==> src/rtl/mbc_shift_pkg.sv <==
// Shared mode encodings and FSM state type for the MBC shift register.
package mbc_shift_pkg;

  localparam logic [2:0] MODE_HOLD = 3'b000;
  localparam logic [2:0] MODE_LOAD = 3'b001;
  localparam logic [2:0] MODE_SHL  = 3'b010;
  localparam logic [2:0] MODE_SHR  = 3'b011;
  localparam logic [2:0] MODE_SRA  = 3'b100;
  localparam logic [2:0] MODE_ROTL = 3'b101;
  localparam logic [2:0] MODE_ROTR = 3'b110;

  typedef enum logic {ST_IDLE, ST_RUN} state_e;

  // True for the modes that move bits and therefore produce a SER_OUT bit.
  function automatic logic is_step_mode(input logic [2:0] mode);
    return (mode == MODE_SHL) || (mode == MODE_SHR) || (mode == MODE_SRA) ||
           (mode == MODE_ROTL) || (mode == MODE_ROTR);
  endfunction

endpackage

==> src/rtl/shift_reg_seq_step.sv <==
// Single-bit shift/rotate datapath, shared by the one-shot and RUN paths.
module shift_step_unit
  import mbc_shift_pkg::*;
#(
  parameter int unsigned WIDTH = 8
) (
  input  logic [2:0]       mode_i,
  input  logic [WIDTH-1:0] q_i,
  input  logic             ser_i,
  output logic [WIDTH-1:0] q_o,
  output logic             out_o
);

  always_comb begin
    q_o   = q_i;
    out_o = 1'b0;
    case (mode_i)
      MODE_SHL: begin
        q_o   = {q_i[WIDTH-2:0], ser_i};
        out_o = q_i[WIDTH-1];
      end
      MODE_SHR: begin
        q_o   = {ser_i, q_i[WIDTH-1:1]};
        out_o = q_i[0];
      end
      MODE_SRA: begin
        q_o   = {q_i[WIDTH-1], q_i[WIDTH-1:1]};
        out_o = q_i[0];
      end
      MODE_ROTL: begin
        q_o   = {q_i[WIDTH-2:0], q_i[WIDTH-1]};
        out_o = q_i[WIDTH-1];
      end
      MODE_ROTR: begin
        q_o   = {q_i[0], q_i[WIDTH-1:1]};
        out_o = q_i[0];
      end
      default: begin
        q_o   = q_i;
        out_o = 1'b0;
      end
    endcase
  end

endmodule

==> src/rtl/shift_reg_seq.sv <==
// Loadable shift/rotate register with a sequenced multi-step operation and
// BUSY/DONE handshake; all outputs registered.
module shift_reg_seq
  import mbc_shift_pkg::*;
#(
  parameter int unsigned WIDTH = 8,
  parameter int unsigned CNT_W = 4
) (
  input  logic             CLOCK,
  input  logic             CLEAR,
  input  logic             ENABLE,
  input  logic [2:0]       MODE,
  input  logic [WIDTH-1:0] D_IN,
  input  logic             SER_IN,
  input  logic             START,
  input  logic [CNT_W-1:0] AMOUNT,
  output logic [WIDTH-1:0] Q,
  output logic             SER_OUT,
  output logic             BUSY,
  output logic             DONE
);

  state_e           state_q;
  logic [2:0]       mode_q;
  logic [CNT_W-1:0] cnt_q;
  logic [WIDTH-1:0] q_q;
  logic             ser_q;
  logic             busy_q;
  logic             done_q;

  logic [2:0]       step_mode;
  logic [WIDTH-1:0] shift_d;
  logic             shout_d;

  // In RUN the latched mode drives the datapath; live MODE is ignored.
  assign step_mode = (state_q == ST_RUN) ? mode_q : MODE;

  shift_step_unit #(.WIDTH(WIDTH)) u_step (
    .mode_i (step_mode),
    .q_i    (q_q),
    .ser_i  (SER_IN),
    .q_o    (shift_d),
    .out_o  (shout_d)
  );

  always_ff @(posedge CLOCK) begin
    done_q <= 1'b0;
    if (CLEAR) begin
      state_q <= ST_IDLE;
      mode_q  <= MODE_HOLD;
      cnt_q   <= '0;
      q_q     <= '0;
      ser_q   <= 1'b0;
      busy_q  <= 1'b0;
    end else if (ENABLE) begin
      case (state_q)
        ST_IDLE: begin
          if (START && is_step_mode(MODE) && (AMOUNT != '0)) begin
            mode_q  <= MODE;
            cnt_q   <= AMOUNT;
            busy_q  <= 1'b1;
            state_q <= ST_RUN;
          end else begin
            if (MODE == MODE_LOAD) begin
              q_q <= D_IN;
            end else if (is_step_mode(MODE)) begin
              q_q   <= shift_d;
              ser_q <= shout_d;
            end
            if (START) begin
              done_q <= 1'b1;
            end
          end
        end
        ST_RUN: begin
          q_q   <= shift_d;
          ser_q <= shout_d;
          cnt_q <= cnt_q - 1'b1;
          if (cnt_q == CNT_W'(1)) begin
            busy_q  <= 1'b0;
            done_q  <= 1'b1;
            state_q <= ST_IDLE;
          end
        end
        default: state_q <= ST_IDLE;
      endcase
    end
  end

  assign Q       = q_q;
  assign SER_OUT = ser_q;
  assign BUSY    = busy_q;
  assign DONE    = done_q;

endmodule
==> config.mk <==
export PLATFORM = sky130hd
export DESIGN_NAME = shift_reg_seq
export DESIGN_NICKNAME = d
export VERILOG_FILES = /design/src/rtl/mbc_shift_pkg.sv /design/src/rtl/shift_reg_seq_step.sv /design/src/rtl/shift_reg_seq.sv
export SDC_FILE = /design/constraint.sdc
export NUM_CORES = 1
export LEC_CHECK = 0
export ABC_AREA = 0
export CAP_MARGIN = 20
export CORE_MARGIN = 3
export CORE_UTILIZATION = 35
export CTS_CLUSTER_SIZE = 16
export DETAILED_ROUTE_END_ITERATION = 10
export SLEW_MARGIN = 10
export SYNTH_ARGS = -nofsm -noshare
export SYNTH_HDL_FRONTEND = slang
export SYNTH_SLANG_ARGS = --single-unit
==> constraint.sdc <==
create_clock -name CLOCK -period 1.66 [get_ports CLOCK]
set_input_delay 0.332 -clock CLOCK [delete_from_list [all_inputs] [get_ports CLOCK]]
set_output_delay 0.332 -clock CLOCK [all_outputs]
set_load 0.005 [all_outputs]
Word level (Yosys, flattened, before mapping)
Index checks and enable logic that the tools add are counted.
- input bits: 20
- register bits after elaboration: 19
- bitwise operators: 2
- add/sub/neg operators: 1
- eq/ne operators: 18
- muxes and demuxes: 23
- reduce and logical (&&, ||, !) cells: 15
- operators by type and width (kind ; count):
    8-bit one-hot mux with 5 select lines ; 1
    8-bit 2-to-1 mux ; 3
    3-bit equality test, second input constant ; 6
    8-bit one-hot mux with 2 select lines ; 1
    3-bit by 2-bit equality test with 1-bit output, second input constant ; 4
    1-bit 2-to-1 mux ; 10
    1-bit one-hot mux with 2 select lines ; 5
    3-bit AND reduction ; 3
    2-bit inequality test, second input constant ; 4
    4-bit one-hot mux with 2 select lines ; 1
    4-bit by 1-bit equality test with 1-bit output, second input constant ; 1
    1-bit logical OR ; 4
    4-bit 2-to-1 mux ; 1
    4-bit AND reduction ; 1
    4-bit nonzero test ; 1
    2-bit OR reduction ; 2
    4-bit by 1-bit subtractor with 4-bit output, second input constant ; 1
    3-bit by 1-bit equality test with 1-bit output, second input constant ; 1
    3-bit 2-to-1 mux ; 1
    3-bit inequality test, second input constant ; 1
    3-bit OR reduction ; 1
    1-bit logical AND ; 2
    2-bit by 1-bit inequality test with 1-bit output, second input constant ; 1
    1-bit inverter ; 2
    2-bit AND reduction ; 1

Longest topological paths before layout
Gate-level depths: netlist of the first run.
- word-level depth: 9
- gate-level depth with buffers: 7

Hierarchy
A second synthesis of the first run with hierarchy kept.
- cells, all modules: 189
- area total of the unflattened synthesis: 1606.5 µm²
- modules (own cells, without submodules) (module ; times used ; area an instance (µm²) ; seq. area each (µm²) ; cells each):
    shift_reg_seq ; 1 ; 1126.1 ; 380.4 ; 113
    shift_step_unit ; 1 ; 480.5 ; 0.0 ; 76

Least setup slack after synthesis of the first run
OpenSTA, ideal clock, no wires.
- kind: input-to-reg
- start point: in AMOUNT[2]
- end point: reg cnt_q[2]
- arrival: 1.543 ns
- library setup time: 0.129 ns
- cell stages on the path: 6
- slack: -0.012 ns
- path through: o41a_1 -> nor3b_2 -> and3_1 -> buf_6 -> a311oi_2 -> nor3_1
- word-level cells in the longest chain between the ends: 4
- elaborated cells between the ends (all ways): 6
- RTL lines (item ; RTL line ; RTL):
    from (decl) ; shift_reg_seq.sv:16 ; input logic [CNT_W-1:0] AMOUNT,
    4-bit nonzero test ; shift_reg_seq.sv:58 ; if (START && is_step_mode(MODE) && (AMOUNT != '0)) begin
    1-bit logical AND ; shift_reg_seq.sv:58 ;
    2-bit inequality test (no line) ; - ;
    2-bit AND reduction (no line) ; - ;
    to (signal assigned) ; shift_reg_seq.sv:78 ; cnt_q <= cnt_q - 1'b1;
    to (decl) ; shift_reg_seq.sv:25 ; logic [CNT_W-1:0] cnt_q;
Several ways; a longest one is shown, not always the timed one. The select of a mux whose other input is x is not followed.
A chain may end at the register's enable or synchronous reset.

Worst setup path in the final report of the first run
- start point: reg state_q
- end point: reg q_q[1], in the netlist Q[1]
- word-level cells in the longest chain between the ends: 7
- elaborated cells between the ends (all ways): 15
- RTL lines (item ; RTL line ; RTL):
    from (decl) ; shift_reg_seq.sv:23 ; state_e state_q;
    from (signal assigned) ; shift_reg_seq.sv:49 ; state_q <= ST_IDLE;
    from (signal assigned) ; shift_reg_seq.sv:62 ; state_q <= ST_RUN;
    from (signal assigned) ; shift_reg_seq.sv:82 ; state_q <= ST_IDLE;
    3-bit 2-to-1 mux ; shift_reg_seq.sv:36 ; assign step_mode = (state_q == ST_RUN) ? mode_q : MODE;
    3-bit equality test or 3-bit by 2-bit equality test with 1-bit output (tied branches) ; shift_reg_seq_step.sv:17 ; case (mode_i)
    8-bit one-hot mux with 5 select lines ; shift_reg_seq_step.sv:17 ;
    8-bit 2-to-1 mux ; shift_reg_seq.sv:66 ; end else if (is_step_mode(MODE)) begin
    8-bit 2-to-1 mux ; shift_reg_seq.sv:64 ; if (MODE == MODE_LOAD) begin
    8-bit 2-to-1 mux ; shift_reg_seq.sv:58 ;
    8-bit one-hot mux with 2 select lines ; shift_reg_seq.sv:56 ; case (state_q)
    to (signal assigned) ; shift_reg_seq.sv:67 ; q_q <= shift_d;
    to (signal assigned) ; shift_reg_seq.sv:76 ; q_q <= shift_d;
    to (decl) ; shift_reg_seq.sv:26 ; logic [WIDTH-1:0] q_q;
Several ways; a longest one is shown, not always the timed one. The select of a mux whose other input is x is not followed.

==> results of run 1 <==
-- Yosys cell counts, types with 3 or more instances --
cell type  number
a21o_1          6
a21oi_1        14
a222oi_1        6
a31oi_1         3
buf_2           3
buf_6           3
clkbuf_1        3
dfxtp_1        19
inv_1           6
mux2_2          3
mux2i_1         7
nand2_1        18
nand3_1         3
nor2_1         15
o21ai_1         7
o22a_1          6
-- cell type report --
type / instances / share of cell area (%)
repair buffers: 72 / 29.2
clock buffers: 4 / 2.09
well taps: 48 / 2.78
inverters: 6 / 1.27
flip-flops and latches: 19 / 17.8
multi-input cells: 125 / 46.9
-- logic make-up after synthesis --
kind of cell               synth area share [%]
AOI/OAI and AO/OA                          36.7
and+or+nand+nor                            17.9
DFF                                        27.7
buffers and inverters                      6.56
muxes                                      9.38
adders and majority gates                  1.82
-- worst paths after layout --
kind / from / endpoint / slack, ns
setup reg to reg: state_q$_SDFFE_PP0P_ / Q[1]$_SDFFE_PP0P_ / 0.03
hold / removal: MODE[2] / mode_q[2]$_SDFFE_PP0P_ / 0.46
setup / recovery: state_q$_SDFFE_PP0P_ / Q[1]$_SDFFE_PP0P_ / 0.03
hold reg to reg: cnt_q[3]$_SDFFE_PP0P_ / cnt_q[3]$_SDFFE_PP0P_ / 0.46
-- power by group --
group | switching (mW) | internal, mW
sequential | 0.0224 | 0.475
combinational | 0.193 | 0.224
clock | 0.166 | 0.171
-- repair_timing --
action,CTS,global route
gates resized for setup,26,29
pin swaps,15,17
buffers inserted,12,1
setup endpoints to repair,18,15
-- state kept, by name, indices dropped and copies added, names as in the netlist --
register and flops:
Q 8, cnt_q 4, state_q 1, SER_OUT 1, BUSY 1, DONE 1, mode_q 3
-- per-layer routing --
metal / part of all wire, % / GRT usage (%) / vias up
met5: 0 / 0 / -
met4: 1.5 / 8.93 / 0
met3: 4.4 / 2.76 / 5
met2: 50 / 33.6 / 39
met1: 44 / 25.8 / 748
li1: - / - / 747
-- metrics by stage --
step	utilization [%]	hold slack, ns
floorplan	-	0.434
global placement	52.2	0.452
detailed placement	52.2	0.454
CTS	56.2	0.464
global route	58.1	0.480
finish	58.1	0.459
-- worst min-delay path: cells and delay by family --
family                 cells  cell delay [ns]
muxes                      1             0.07
buffers and inverters      2             0.21
and+or+nand+nor            1             0.08
-- cell usage in the layout (no fill, tap or decap), drive strengths merged, types with 3 or more instances in the layout --
cell | netlist | final
a21o | 6 | 6
mux2i | 8 | 8
a21oi | 15 | 15
nand3 | 3 | 3
dfxtp | 19 | 19
nor2 | 15 | 15
o22a | 6 | 6
clkdlybuf4s15 | 0 | 3
a222oi | 6 | 6
a31oi | 3 | 3
o32ai | 3 | 3
inv | 6 | 6
nand2 | 19 | 19
o21ai | 9 | 9
clkdlybuf4s50 | 0 | 22
clkbuf | 3 | 7
buf | 7 | 42
mux2 | 4 | 4
==> results.json, run 1 <==
{
  "outcome": "finished clean",
  "r2r_cells": 7,
  "stdcell_count": 274,
  "maxCapViolCount": 0,
  "max_stage_delay_ns": 0.40,
  "worst_slack_ns": 0.0255,
  "syn_area_um2": 1370,
  "synthDistinctLibCells": 50,
  "path_cells": "buf_8 -> inv_6 -> o41ai_4 -> buf_4 -> a222oi_1 -> a21o_1 -> a21oi_2",
  "ioPinCount": 31,
  "path_depth": 7,
  "antenna_found_initial": 0,
  "dp_hpwl_um": 3100,
  "cp.arrival_ns": 1.84,
  "path_class": "reg2reg",
  "post-route-period-util_pct": 98.5,
  "crit_path_max_fanout": 6,
  "pre_cts_slack_ns": -0.574,
  "insertion_delay_ns": 0.26,
  "avgSynthCellArea_um2": 8.59,
  "yosysTopAreaCellShare_pct": 27.7,
  "ys_warn_count": 0,
  "cts_tree": "done",
  "syn_nets": 182,
  "clk_path_buf_depth": 2,
  "wl_per_cell_um": 15.8,
  "crit_required_ns": 1.87,
  "grt_pass1_vias": 1569,
  "rsz0062_at_grt": "true",
  "p_leak_nw": 0.817,
  "die_w_um": 68.7,
  "tightest_slew_ns": 0.396,
  "multi_input_area_um2": 1010,
  "syn_inst": 160,
  "fin_skew_ns": 0.00125,
  "grt_use_total_pct": 20.2,
  "slew_headroom_pct": 72.9,
  "max_freq_ghz": 0.612,
  "syn2layout_area_growth_pct": 57.2,
  "vias": 1539,
  "yosys.area.top_type": "dfxtp_1",
  "gp_congestion": 0.860,
  "ant_nets": 0,
  "routed_wl_um": 4330,
  "grt_pass1_wl_um": 7200,
  "final_area_um2": 2160,
  "grt-ovfl-total": 0,
  "synth-seq-cells": 19,
  "seq_area_um2": 384,
  "die_h_um": 68.7,
  "cts_sinks": 19,
  "core_area_um2": 3720,
  "grt_max_degree": 15,
  "synth-edff-count": 0,
  "slew_viol_final": 0,
  "synth.area.top_cells": "dfxtp_1 (28%), a21oi_1 (5.1%), mux2i_1 (5.1%)",
  "hold_depth": 4,
  "placedCellCount": 260,
  "synth_seq_area_share_pct": 27.7,
  "final.setup.tns_ns": 0,
  "nets": 249,
  "cts_hold_buffers": 0,
  "num_rows": 22,
  "synth_top_flop_cell": "dfxtp_1",
  "cts.reportedPaths.clkPinSlew_ns": 0.07,
  "firstDrtPassIters": 4,
  "remaining_drc_errors": 0,
  "crit_family": "compound AO/OA/AOI/OAI gates",
  "power_density_nw_per_um2": 579,
  "critPathCaptureType": "register",
  "async_flop_share_pct": 0,
  "cp_slowest_cell": "dfxtp_4",
  "p_total_mw": 1.25,
  "placed_cell_area_um2": 1940,
  "root_buffer": "clkbuf_8",
  "htreeDepth": 1,
  "setup_viol": 0,
  "drive_gt1_share_pct": 36.3,
  "finalCriticalPeriod_ns": 1.63,
  "antennaDiodeCount": 0,
  "via_per_inst": 5.62,
  "cts_made_buffers": 3,
  "start_util_pct": 37.0,
  "port_buffers": 30,
  "hold_violations": 0,
  "drt_iter0_drc": 149,
  "ir_drop_mv": 0.273,
  "critPathBufInv": 3,
  "cp-start-kind": "register",
  "dieArea_um2": 4710,
  "n_fill_cell": 345,
  "hp-class": "in2reg"
}
(Power assumes the default switching activity.)
==> run 2, diff against run 1 <==
Settings changed: CORE_MARGIN 3 to default.
==> run 2 against run 1 <==
Clock power fell by 4%. Register-to-register slack got worse by 0.02 ns. Power fell by 0.34%. First-iteration DRC count rose by 5.4%. Sequential power barely moved. Cell area rose by 0.81%. Flip-flop and latch count did not move. Critical endpoint is now Q[2]$_SDFFE_PP0P_. Via count fell by 1.6%. Routed wire length fell by 0.18%. Worst hold slack improved by 0.0051 ns. Global-route usage rose by 0.45 points. Highest routed layer unchanged. Critical path depth rose by 1.
==> results.json, run 2 (synthesized netlist as in run 1, its figures left out) <==
{
  "outcome": "finished clean",
  "ir_drop_mv": 0.460,
  "grt_max_degree": 16,
  "syn2layout_area_growth_pct": 58.5,
  "hp-start": "cnt_q[3]$_SDFFE_PP0P_",
  "remaining_drc_errors": 0,
  "crit_family": "compound AO/OA/AOI/OAI gates",
  "r2r_start": "state_q$_SDFFE_PP0P_",
  "tightest_slew_ns": 0.354,
  "crit_required_ns": 1.81,
  "cts_sinks": 19,
  "hold_depth": 2,
  "drive_gt1_share_pct": 33.3,
  "port_buffers": 30,
  "hold_violations": 0,
  "layout_common_cells": "buf_4 (25), clkdlybuf4s50_1 (22), dfxtp_1 (18)",
  "via_per_inst": 5.61,
  "clk_path_buf_depth": 2,
  "path_class": "reg2reg",
  "slew_headroom_pct": 75.8,
  "r2r_cells": 8,
  "ioPinCount": 31,
  "nets": 245,
  "gp_congestion": 0.833,
  "hp-class": "reg2reg",
  "p_total_mw": 1.25,
  "ant_nets": 0,
  "critPathBufInv": 4,
  "rrSetupSlack_ns": 0.002,
  "num_rows": 22,
  "root_buffer": "clkbuf_8",
  "cts.reportedPaths.clkPinSlew_ns": 0.07,
  "setup_viol": 0,
  "routed_wl_um": 4320,
  "grt_pass1_wl_um": 6770,
  "cts_tree": "done",
  "antennaDiodeCount": 0,
  "crit_path_max_fanout": 8,
  "rsz0062_at_grt": "true",
  "slew_viol_final": 0,
  "max_stage_delay_ns": 0.39,
  "fin_skew_ns": 0.00464,
  "grt_use_total_pct": 20.7,
  "wl_per_cell_um": 16.0,
  "max_freq_ghz": 0.603,
  "htreeDepth": 1,
  "stdcell_count": 270,
  "largest_reg_flops": 8,
  "vias": 1514,
  "timing.rr.end": "Q[2]$_SDFFE_PP0P_",
  "insertion_delay_ns": 0.25,
  "antenna_found_initial": 0,
  "core_area_um2": 3720,
  "grt_pass1_vias": 1450,
  "dp_hpwl_um": 3000,
  "placedCellCount": 256,
  "cp_slowest_cell": "dfxtp_4",
  "path_cells": "buf_6 -> buf_6 -> nor4b_4 -> buf_6 -> buf_6 -> a222oi_1 -> a21o_1 -> a21oi_2",
  "critPathCaptureType": "register",
  "mostFrequentLayoutCell": "buf_4",
  "die_h_um": 64.7,
  "cp_common_cell": "buf_6",
  "cp.arrival_ns": 1.80,
  "hold_ws_ns": 0.464,
  "post-route-period-util_pct": 99.9,
  "maxCapViolCount": 0,
  "hold_path_end": "cnt_q[3]$_SDFFE_PP0P_",
  "start_util_pct": 37.0,
  "grt-ovfl-total": 0,
  "p_leak_nw": 0.810,
  "cts_made_buffers": 3,
  "power_density_nw_per_um2": 573,
  "dieArea_um2": 4180,
  "cp-start-kind": "register",
  "die_w_um": 64.7,
  "finalCriticalPeriod_ns": 1.66,
  "firstDrtPassIters": 4,
  "drt_iter0_drc": 157
}
[run 2: stage by stage]
stage / utilization [%] / setup WS [ns] / setup TNS (ns) / cell area, µm²
after global placement: 51.3 / -0.510 / -7.44 / 1910
final: 58.6 / 0.00223 / 0 / 2180
after detailed placement: 51.3 / -0.528 / -7.93 / 1910
after floorplan: - / 0.0239 / 0 / 1380
after CTS: 55.1 / -0.000446 / -0.000446 / 2050
after global routing: 58.6 / -0.0705 / -0.211 / 2180
[run 2: layer usage]
metal	vias up	wire, µm	track usage, %
met3	2	199	3.35
met2	45	2190	34.1
met1	731	1900	28.1
met4	0	29	4.44
li1	736	-	-
met5	-	0	0
[run 2: worst reg2reg max path: cells and delay by family (launching register included)]
kind,cells,cell delay (ns)
and+or+nand+nor,1,0.05
buffers and inverters,4,0.53
AOI/OAI and AO/OA,3,0.60
DFF,1,0.39
[run 2: power by group]
group / total [mW] / switching (mW) / internal, mW
clock network: 0.324 / 0.154 / 0.170
logic: 0.426 / 0.199 / 0.226
registers: 0.497 / 0.0224 / 0.475
total: 1.25 / 0.376 / 0.871
[run 2: final cells by class]
type,count,area [µm²]
flip-flops and latches,19,384
fillers,347,1540
repair buffers,68,629
inverters,6,22.5
well taps,48,60.1
multi-input cells,125,1040
clock buffers,4,45.0
[run 2: how the worst max path moves through the flow]
stage                               from  slack, ns                    end  cells after the start
finish              state_q$_SDFFE_PP0P_      0.002      Q[2]$_SDFFE_PP0P_                      8
global route        state_q$_SDFFE_PP0P_      -0.07      Q[2]$_SDFFE_PP0P_                      8
CTS                 state_q$_SDFFE_PP0P_    -0.0004      Q[6]$_SDFFE_PP0P_                      6
detailed placement             AMOUNT[3]      -0.53  cnt_q[2]$_SDFFE_PP0P_                      6
global placement               AMOUNT[3]      -0.51  cnt_q[2]$_SDFFE_PP0P_                      6
floorplan                      AMOUNT[3]       0.02  cnt_q[2]$_SDFFE_PP0P_                      6
[run 2: what timing repair did]
item,CTS,global route
resized for setup,25,31
pin swaps,10,18
buffers inserted,10,1
hold buffers,0,0
gates cloned,0,0
setup endpoints to repair,17,13
